### config.mk
export PLATFORM = sky130hd
export DESIGN_NAME = seg_scan_scheduler
export DESIGN_NICKNAME = d
export VERILOG_FILES = /design/src/rtl/seg_scan_pkg.sv /design/src/rtl/seg_scan_scheduler_hex7_decode.sv /design/src/rtl/seg_scan_scheduler.sv
export SDC_FILE = /design/constraint.sdc
export NUM_CORES = 1
export LEC_CHECK = 0
export CAP_MARGIN = 40
export CORE_MARGIN = 2
export CORE_UTILIZATION = 50
export CTS_BUF_LIST = sky130_fd_sc_hd__clkbuf_4 sky130_fd_sc_hd__clkbuf_8 sky130_fd_sc_hd__clkbuf_16
export CTS_CLUSTER_SIZE = 28
export DETAILED_ROUTE_END_ITERATION = 12
export GPL_TIMING_DRIVEN = 0
export PLACE_DENSITY = 0.76
export SETUP_SLACK_MARGIN = 0.2
export SLEW_MARGIN = 20
export SYNTH_ARGS = -nofsm -noshare
export SYNTH_HDL_FRONTEND = slang
export SYNTH_SLANG_ARGS = --single-unit
### constraint.sdc
create_clock -name clk -period 3.39 [get_ports clk]
set_input_delay 0.678 -clock clk [delete_from_list [all_inputs] [get_ports clk]]
set_output_delay 0.678 -clock clk [all_outputs]
set_load 0.01 [all_outputs]
### src/rtl/seg_scan_pkg.sv
// rtl/seg_scan_pkg.sv - shared types and constants for the 7-segment scan scheduler
// Contents: scan FSM state encoding, hex-to-segment lookup table, shift word width.
package seg_scan_pkg;

   localparam int WORD_W = 16;

   typedef enum logic [2:0] {
      S_IDLE        = 3'd0,
      S_ISSUE       = 3'd1,
      S_WAIT_ACK    = 3'd2,
      S_WAIT_DONE   = 3'd3,
      S_DWELL       = 3'd4,
      S_BLANK_ISSUE = 3'd5,
      S_BLANK_WAIT  = 3'd6
   } scan_state_t;

   // Active-high {g,f,e,d,c,b,a} codes; element [0] is the last entry listed.
   localparam logic [15:0][6:0] HEX7_TAB = {
      7'h71, 7'h79, 7'h5E, 7'h39, 7'h7C, 7'h77, 7'h6F, 7'h7F,
      7'h07, 7'h7D, 7'h6D, 7'h66, 7'h4F, 7'h5B, 7'h06, 7'h3F
   };

endpackage

### src/rtl/seg_scan_scheduler_hex7_decode.sv
// rtl/seg_scan_scheduler_hex7_decode.sv - combinational hex nibble to 7-segment decoder
// Ports: nibble (4-bit value in), seg (active-high {g,f,e,d,c,b,a} out).
module hex7_decode
   import seg_scan_pkg::*;
(
   input  logic [3:0] nibble,
   output logic [6:0] seg
);

   assign seg = HEX7_TAB[nibble];

endmodule

### src/rtl/seg_scan_scheduler.sv
// rtl/seg_scan_scheduler.sv - time-multiplexed scan controller for a 74HC595 7-segment chain
// Ports: clk, rst_n (async, active-low); enable, digits, dp, blank, upd from the application;
//        sh_start/sh_data out and sh_busy in for the shift engine handshake;
//        cur_digit, frame_tick, err (sticky ack timeout) status outputs.
module seg_scan_scheduler
   import seg_scan_pkg::*;
#(
   parameter int NDIG           = 4,
   parameter int DWELL          = 100000,
   parameter int ACK_TIMEOUT    = 8,
   parameter int SEG_ACTIVE_LOW = 1,
   parameter int DIG_ACTIVE_LOW = 0
) (
   input  logic                clk,
   input  logic                rst_n,
   input  logic                enable,
   input  logic [4*NDIG-1:0]   digits,
   input  logic [NDIG-1:0]     dp,
   input  logic [NDIG-1:0]     blank,
   input  logic                upd,
   output logic                sh_start,
   output logic [WORD_W-1:0]   sh_data,
   input  logic                sh_busy,
   output logic [2:0]          cur_digit,
   output logic                frame_tick,
   output logic                err
);

   localparam int DW_W = (DWELL > 1) ? $clog2(DWELL) : 1;
   localparam int TO_W = (ACK_TIMEOUT > 1) ? $clog2(ACK_TIMEOUT) : 1;

   localparam logic [DW_W-1:0]   DW_LOAD    = DW_W'(DWELL - 1);
   localparam logic [TO_W-1:0]   TO_LAST    = TO_W'(ACK_TIMEOUT - 1);
   localparam logic [2:0]        LAST_DIG   = 3'(NDIG - 1);
   localparam logic [7:0]        SEG_POL    = (SEG_ACTIVE_LOW != 0) ? 8'hFF : 8'h00;
   localparam logic [7:0]        DIG_POL    = (DIG_ACTIVE_LOW != 0) ? 8'hFF : 8'h00;
   localparam logic [7:0]        DIG_MASK   = 8'((9'd1 << NDIG) - 9'd1);
   localparam logic [WORD_W-1:0] BLANK_WORD = {SEG_POL, DIG_POL};

   scan_state_t          state;
   logic                 pending;
   logic [4*NDIG-1:0]    shd_digits;
   logic [NDIG-1:0]      shd_dp;
   logic [NDIG-1:0]      shd_blank;
   logic [DW_W-1:0]      dw_cnt;
   logic [TO_W-1:0]      to_cnt;
   logic                 busy_seen;

   logic [2:0]           issue_digit;
   logic                 load_shadow;
   logic [4*NDIG-1:0]    src_digits;
   logic [NDIG-1:0]      src_dp;
   logic [NDIG-1:0]      src_blank;
   logic [3:0]           nibble;
   logic                 dp_bit;
   logic                 blank_bit;
   logic [6:0]           seg7;
   logic [7:0]           seg_raw;
   logic [7:0]           sel_raw;
   logic [WORD_W-1:0]    issue_word;

   hex7_decode u_hex7 (
      .nibble (nibble),
      .seg    (seg7)
   );

   // The word is built for the digit about to be issued, so it is ready on the
   // same edge that raises sh_start. A digit-0 issue with an update requested
   // uses the live inputs directly, since the shadow copy lands on that edge.
   always_comb begin
      issue_digit = 3'd0;
      if (state == S_DWELL && cur_digit != LAST_DIG) begin
         issue_digit = cur_digit + 3'd1;
      end
      load_shadow = (issue_digit == 3'd0) && (pending || upd);
      src_digits  = load_shadow ? digits : shd_digits;
      src_dp      = load_shadow ? dp     : shd_dp;
      src_blank   = load_shadow ? blank  : shd_blank;
      nibble      = 4'd0;
      dp_bit      = 1'b0;
      blank_bit   = 1'b0;
      for (int i = 0; i < NDIG; i++) begin
         if (issue_digit == 3'(i)) begin
            nibble    = src_digits[4*i +: 4];
            dp_bit    = src_dp[i];
            blank_bit = src_blank[i];
         end
      end
      seg_raw    = blank_bit ? 8'h00 : {dp_bit, seg7};
      sel_raw    = (8'd1 << issue_digit) & DIG_MASK;
      issue_word = {seg_raw ^ SEG_POL, sel_raw ^ DIG_POL};
   end

   always_ff @(posedge clk or negedge rst_n) begin
      if (!rst_n) begin
         state      <= S_IDLE;
         sh_start   <= 1'b0;
         sh_data    <= BLANK_WORD;
         cur_digit  <= 3'd0;
         frame_tick <= 1'b0;
         err        <= 1'b0;
         pending    <= 1'b0;
         shd_digits <= '0;
         shd_dp     <= '0;
         shd_blank  <= '0;
         dw_cnt     <= '0;
         to_cnt     <= '0;
         busy_seen  <= 1'b0;
      end else begin
         sh_start   <= 1'b0;
         frame_tick <= 1'b0;
         if (upd) begin
            pending <= 1'b1;
         end

         case (state)
            S_IDLE: begin
               if (enable) begin
                  cur_digit <= issue_digit;
                  sh_data   <= issue_word;
                  sh_start  <= 1'b1;
                  state     <= S_ISSUE;
                  if (load_shadow) begin
                     shd_digits <= digits;
                     shd_dp     <= dp;
                     shd_blank  <= blank;
                     pending    <= 1'b0;
                  end
               end
            end

            // sh_start is high for exactly this one cycle.
            S_ISSUE: begin
               to_cnt <= '0;
               state  <= S_WAIT_ACK;
            end

            S_WAIT_ACK: begin
               if (sh_busy) begin
                  state <= S_WAIT_DONE;
               end else if (to_cnt == TO_LAST) begin
                  err    <= 1'b1;
                  dw_cnt <= DW_LOAD;
                  state  <= S_DWELL;
               end else begin
                  to_cnt <= to_cnt + 1'b1;
               end
            end

            S_WAIT_DONE: begin
               if (!sh_busy) begin
                  dw_cnt <= DW_LOAD;
                  state  <= S_DWELL;
               end
            end

            S_DWELL: begin
               if (dw_cnt == '0) begin
                  cur_digit <= issue_digit;
                  if (cur_digit == LAST_DIG) begin
                     frame_tick <= 1'b1;
                  end
                  if (enable) begin
                     sh_data  <= issue_word;
                     sh_start <= 1'b1;
                     state    <= S_ISSUE;
                     if (load_shadow) begin
                        shd_digits <= digits;
                        shd_dp     <= dp;
                        shd_blank  <= blank;
                        pending    <= 1'b0;
                     end
                  end else begin
                     sh_data  <= BLANK_WORD;
                     sh_start <= 1'b1;
                     state    <= S_BLANK_ISSUE;
                  end
               end else begin
                  dw_cnt <= dw_cnt - 1'b1;
               end
            end

            S_BLANK_ISSUE: begin
               to_cnt    <= '0;
               busy_seen <= 1'b0;
               state     <= S_BLANK_WAIT;
            end

            // First phase waits for busy to rise (with timeout), second for it to fall.
            S_BLANK_WAIT: begin
               if (!busy_seen) begin
                  if (sh_busy) begin
                     busy_seen <= 1'b1;
                  end else if (to_cnt == TO_LAST) begin
                     err   <= 1'b1;
                     state <= S_IDLE;
                  end else begin
                     to_cnt <= to_cnt + 1'b1;
                  end
               end else if (!sh_busy) begin
                  state <= S_IDLE;
               end
            end

            default: state <= S_IDLE;
         endcase
      end
   end

endmodule

==> out/metrics.yaml <==
run_status:
  status: "finished, final reports clean"
placed_design:
  dpl_cell_area_sq_um: 4210
  dp.cells: 487
  numPortBuffers: 46
  place_congestion: 0.847
  dp_hpwl_um: 5600
clock_network:
  cts_made_buffers: 9
  htreeDepth: 3
  clock_path_buffers: 2
  numClockSinks: 67
  clkTransAtPathRegs_ps: 80
  clk_latency_ps: 340
  cts_tree: "built"
  root_buffer: "clkbuf_8"
  cts_hold_buf: 0
floorplan:
  fp.dieW_um: 88.8
  die-area_sq_um: 7880
  rows: 30
  io_pins: 51
  start_util: 0.523
  core-area_sq_um: 6870
  die_y_um: 88.8
critical_path:
  cp-end-kind: "flip-flop"
  arrival_ps: 3370
  critPathCapture: "sh_data[8]$_DFFE_PN1P_"
  r2r-end: "sh_data[8]$_DFFE_PN1P_"
  r2r_cells: 11
  critPathLaunch: "upd"
  cp_max_fo: 7
  reg2reg_from: "cur_digit[0]$_DFFE_PN0P_"
  reg2reg_slack_ps: 310
  cp-start-kind: "primary input"
  crit_type: "primary input to flip-flop"
  cp.required_ps: 3640
synthesis:
  syn_area_per_cell_sq_um: 10.5
  synthArstFlopShare: 1.00
  synth_edf_count: 0
  synth-xor-area-share: 0.0146
  synth_cells: 341
  synth_compound_area_frac: 0.142
  syn_area_sq_um: 3590
  synth_fa_ha_area_frac: 0.0383
  synth.distinct_cells: 63
  synth_top_family_by_area: "simple AND/OR/NAND/NOR gates"
  synth_ff_type: "dfrtp_1"
  ys_ff_latch: 67
  yosys_warnings: 0
  synthMuxAreaShare: 0.118
  yosysSeqAreaShare: 0.469
  synth_simple_gate_area_frac: 0.174
timing:
  max_freq_mhz: 320
  tightestPinTransition_ps: 770
  rsz0062_at_grt: "no"
  fin_crit_ps: 3120
  final.setup_skew_ps: 10.8
  finalHoldViolCount: 0
  finalCritPeriodShare: 0.920
  drv_slew: 0
  setup_violations: 0
  tns_ps: 0
  slew_headroom: 0.482
routing:
  via_count: 2813
  drtAntennaViolNets: 0
  wl_per_cell_um: 15.7
  drc: 0
  initialDrtViolationCount: 141
  drt_wl_total_um: 7980
  via_per_inst: 5.53
  firstDrtPassIters: 4
power_and_ir_drop:
  p_leak_uw: 0.00184
  power_density_nw_per_um2: 733
  peakVddDrop_uv: 394
cells_and_area:
  area_delta_synth_final_pct: 27.1
  fillers: 547
  antenna_cells: 0
  layoutNonFillerInstCount: 509
  postLayoutCellArea_sq_um: 4570
  fin_nets: 448
  drive_gt1_frac: 0.225
global_route:
  grt_pass1_vias: 2751
  grtUsageTotal: 0.211
  gr-total-overflow: 0
  grt_max_degree: 45
  grt_pass1_wl_um: 12800
  antenna_found_initial: 0
hold_path:
  hp-class: "primary input to async pin"
job:
  cap_violations: 0
## worst min-delay path by stage
stage,startpoint,end,cells past startpoint
6_report,rst_n,dw_cnt[7]$_DFFE_PN0P_,1
5_1_grt,rst_n,dw_cnt[8]$_DFFE_PN0P_,1
4_1_cts,rst_n,dw_cnt[7]$_DFFE_PN0P_,1
3_5_place_dp,err$_DFFE_PN0P_,err$_DFFE_PN0P_,1
3_3_place_gp,err$_DFFE_PN0P_,err$_DFFE_PN0P_,1
2_1_floorplan,rst_n,busy_seen$_DFFE_PN0P_,0
## cells in the final DEF (no fill, tap or decap), types with 4 or more instances in the layout
| cell | synthesis | final |
|---|---|---|
| nand3_1 | 9 | 9 |
| clkbuf_8 | 0 | 10 |
| nand2_1 | 29 | 29 |
| conb_1 | 1 | 4 |
| dfrtp_1 | 59 | 59 |
| nor2b_1 | 4 | 4 |
| clkbuf_1 | 5 | 5 |
| mux2_2 | 26 | 26 |
| buf_4 | 7 | 14 |
| ha_1 | 11 | 7 |
| xor2_1 | 5 | 5 |
| dfstp_2 | 8 | 8 |
| nor3_1 | 7 | 7 |
| a21oi_1 | 15 | 14 |
| a21o_1 | 4 | 4 |
| a211oi_1 | 4 | 4 |
| mux2i_1 | 11 | 10 |
| clkdlybuf4s50_1 | 0 | 45 |
| nand2b_1 | 7 | 7 |
| inv_1 | 10 | 9 |
| or3_1 | 5 | 5 |
| o31ai_1 | 5 | 5 |
| o21ai_0 | 16 | 16 |
| nand4_1 | 4 | 4 |
| a31oi_1 | 6 | 6 |
| nor2_1 | 30 | 30 |
## critical path: stages
cell,delay [ps]
clkdlybuf4s50_1,520
nor2_1,590
mux2_2,430
a211oi_1,560
and2_1,310
nor4b_1,70
a211oi_1,220
## cells in the mapped netlist, types with 2 or more instances
| master | count | area (sq um) |
|---|---|---|
| a211oi_1 | 4 | 30.0 |
| a32o_1 | 2 | 20.0 |
| inv_1 | 10 | 37.5 |
| or3_1 | 5 | 31.3 |
| nand4_1 | 4 | 25.0 |
| a21oi_1 | 15 | 75.1 |
| nor3_1 | 7 | 35.0 |
| and2_1 | 2 | 12.5 |
| nand3_1 | 9 | 45.0 |
| dfstp_2 | 8 | 210 |
| nor2b_1 | 4 | 25.0 |
| nand2_1 | 29 | 109 |
| a31oi_1 | 6 | 37.5 |
| or4_1 | 3 | 22.5 |
| a21o_1 | 4 | 30.0 |
| xor2_1 | 5 | 43.8 |
| buf_2 | 3 | 15.0 |
| o21a_1 | 2 | 15.0 |
| buf_4 | 7 | 52.6 |
| o21ai_0 | 16 | 80.1 |
| nor4b_1 | 3 | 26.3 |
| nand2b_1 | 7 | 43.8 |
| mux2i_1 | 11 | 110 |
| nor4_1 | 2 | 12.5 |
| ha_1 | 11 | 138 |
| o31ai_1 | 5 | 37.5 |
| clkbuf_1 | 5 | 18.8 |
| nor2_1 | 30 | 113 |
| dfrtp_1 | 59 | 1480 |
| buf_6 | 2 | 22.5 |
| and4_1 | 2 | 17.5 |
| mux2_2 | 26 | 293 |
| a211o_1 | 2 | 17.5 |
| nor3_2 | 2 | 20.0 |
## area by class of cell
| class | count | area, sq um | share of cell area |
|---|---|---|---|
| inverters | 11 | 43.8 | 0.00959 |
| flip-flops and latches | 67 | 1690 | 0.369 |
| well taps | 96 | 120 | 0.0263 |
| repair buffers | 53 | 531 | 0.116 |
| clock inverters | 6 | 88.8 | 0.0194 |
| multi-input cells | 249 | 1850 | 0.405 |
| plain buffers | 17 | 113 | 0.0247 |
| clock buffers | 10 | 138 | 0.0301 |
## metrics by stage
| stage | hold WS [ps] | utilization | power [uW] | worst slack [ps] |
|---|---|---|---|---|
| final | 228 | 0.665 | 3350 | 270 |
| after floorplan | 382 | - | 2110 | 431 |
| after global placement | 446 | 0.609 | 2460 | -626 |
| after CTS | 230 | 0.646 | 3270 | 212 |
| after detailed placement | 452 | 0.613 | 2510 | -24.5 |
| after global routing | 238 | 0.665 | 3570 | 187 |
## registers in the layout, indices dropped and copies added (netlist names), 3 cells and up
| register | cells |
|---|---|
| dw_cnt | 17 |
| shd_digits | 16 |
| sh_data | 12 |
| shd_blank | 4 |
| shd_dp | 4 |
| cur_digit | 3 |
| state | 3 |
| to_cnt | 3 |
## report_power, final
part / leakage (uW) / total (uW) / switching, uW / internal (uW)
clock: 0.000108 / 746 / 312 / 434
combinational: 0.000941 / 1330 / 666 / 666
sequential: 0.000790 / 1270 / 173 / 1100
## per-layer routing
metal	vias to the layer above	wire length [um]	share of wire	GRT usage
met5	-	0	0	0
met4	0	97	0.012	0.0826
met3	8	353	0.044	0.0401
met2	74	3960	0.50	0.341
met1	1362	3570	0.45	0.282
li1	1369	-	-	-
## cells by family after synthesis
group | count (synthesis)
AND/OR/NAND/NOR | 117
multiplexers | 38
XOR/XNOR | 6
adder cells (fa/ha/maj) | 11
AO/OA/AOI/OAI | 73
other | 1
buffers and inverters | 28
flip-flops | 67
## repair_timing
item,4_1_cts,5_1_grt
endpoints found under the setup margin,2,4
resized for setup,0,17
setup buffers,0,6
pin swaps,1,2
(Power assumes the default switching activity.)
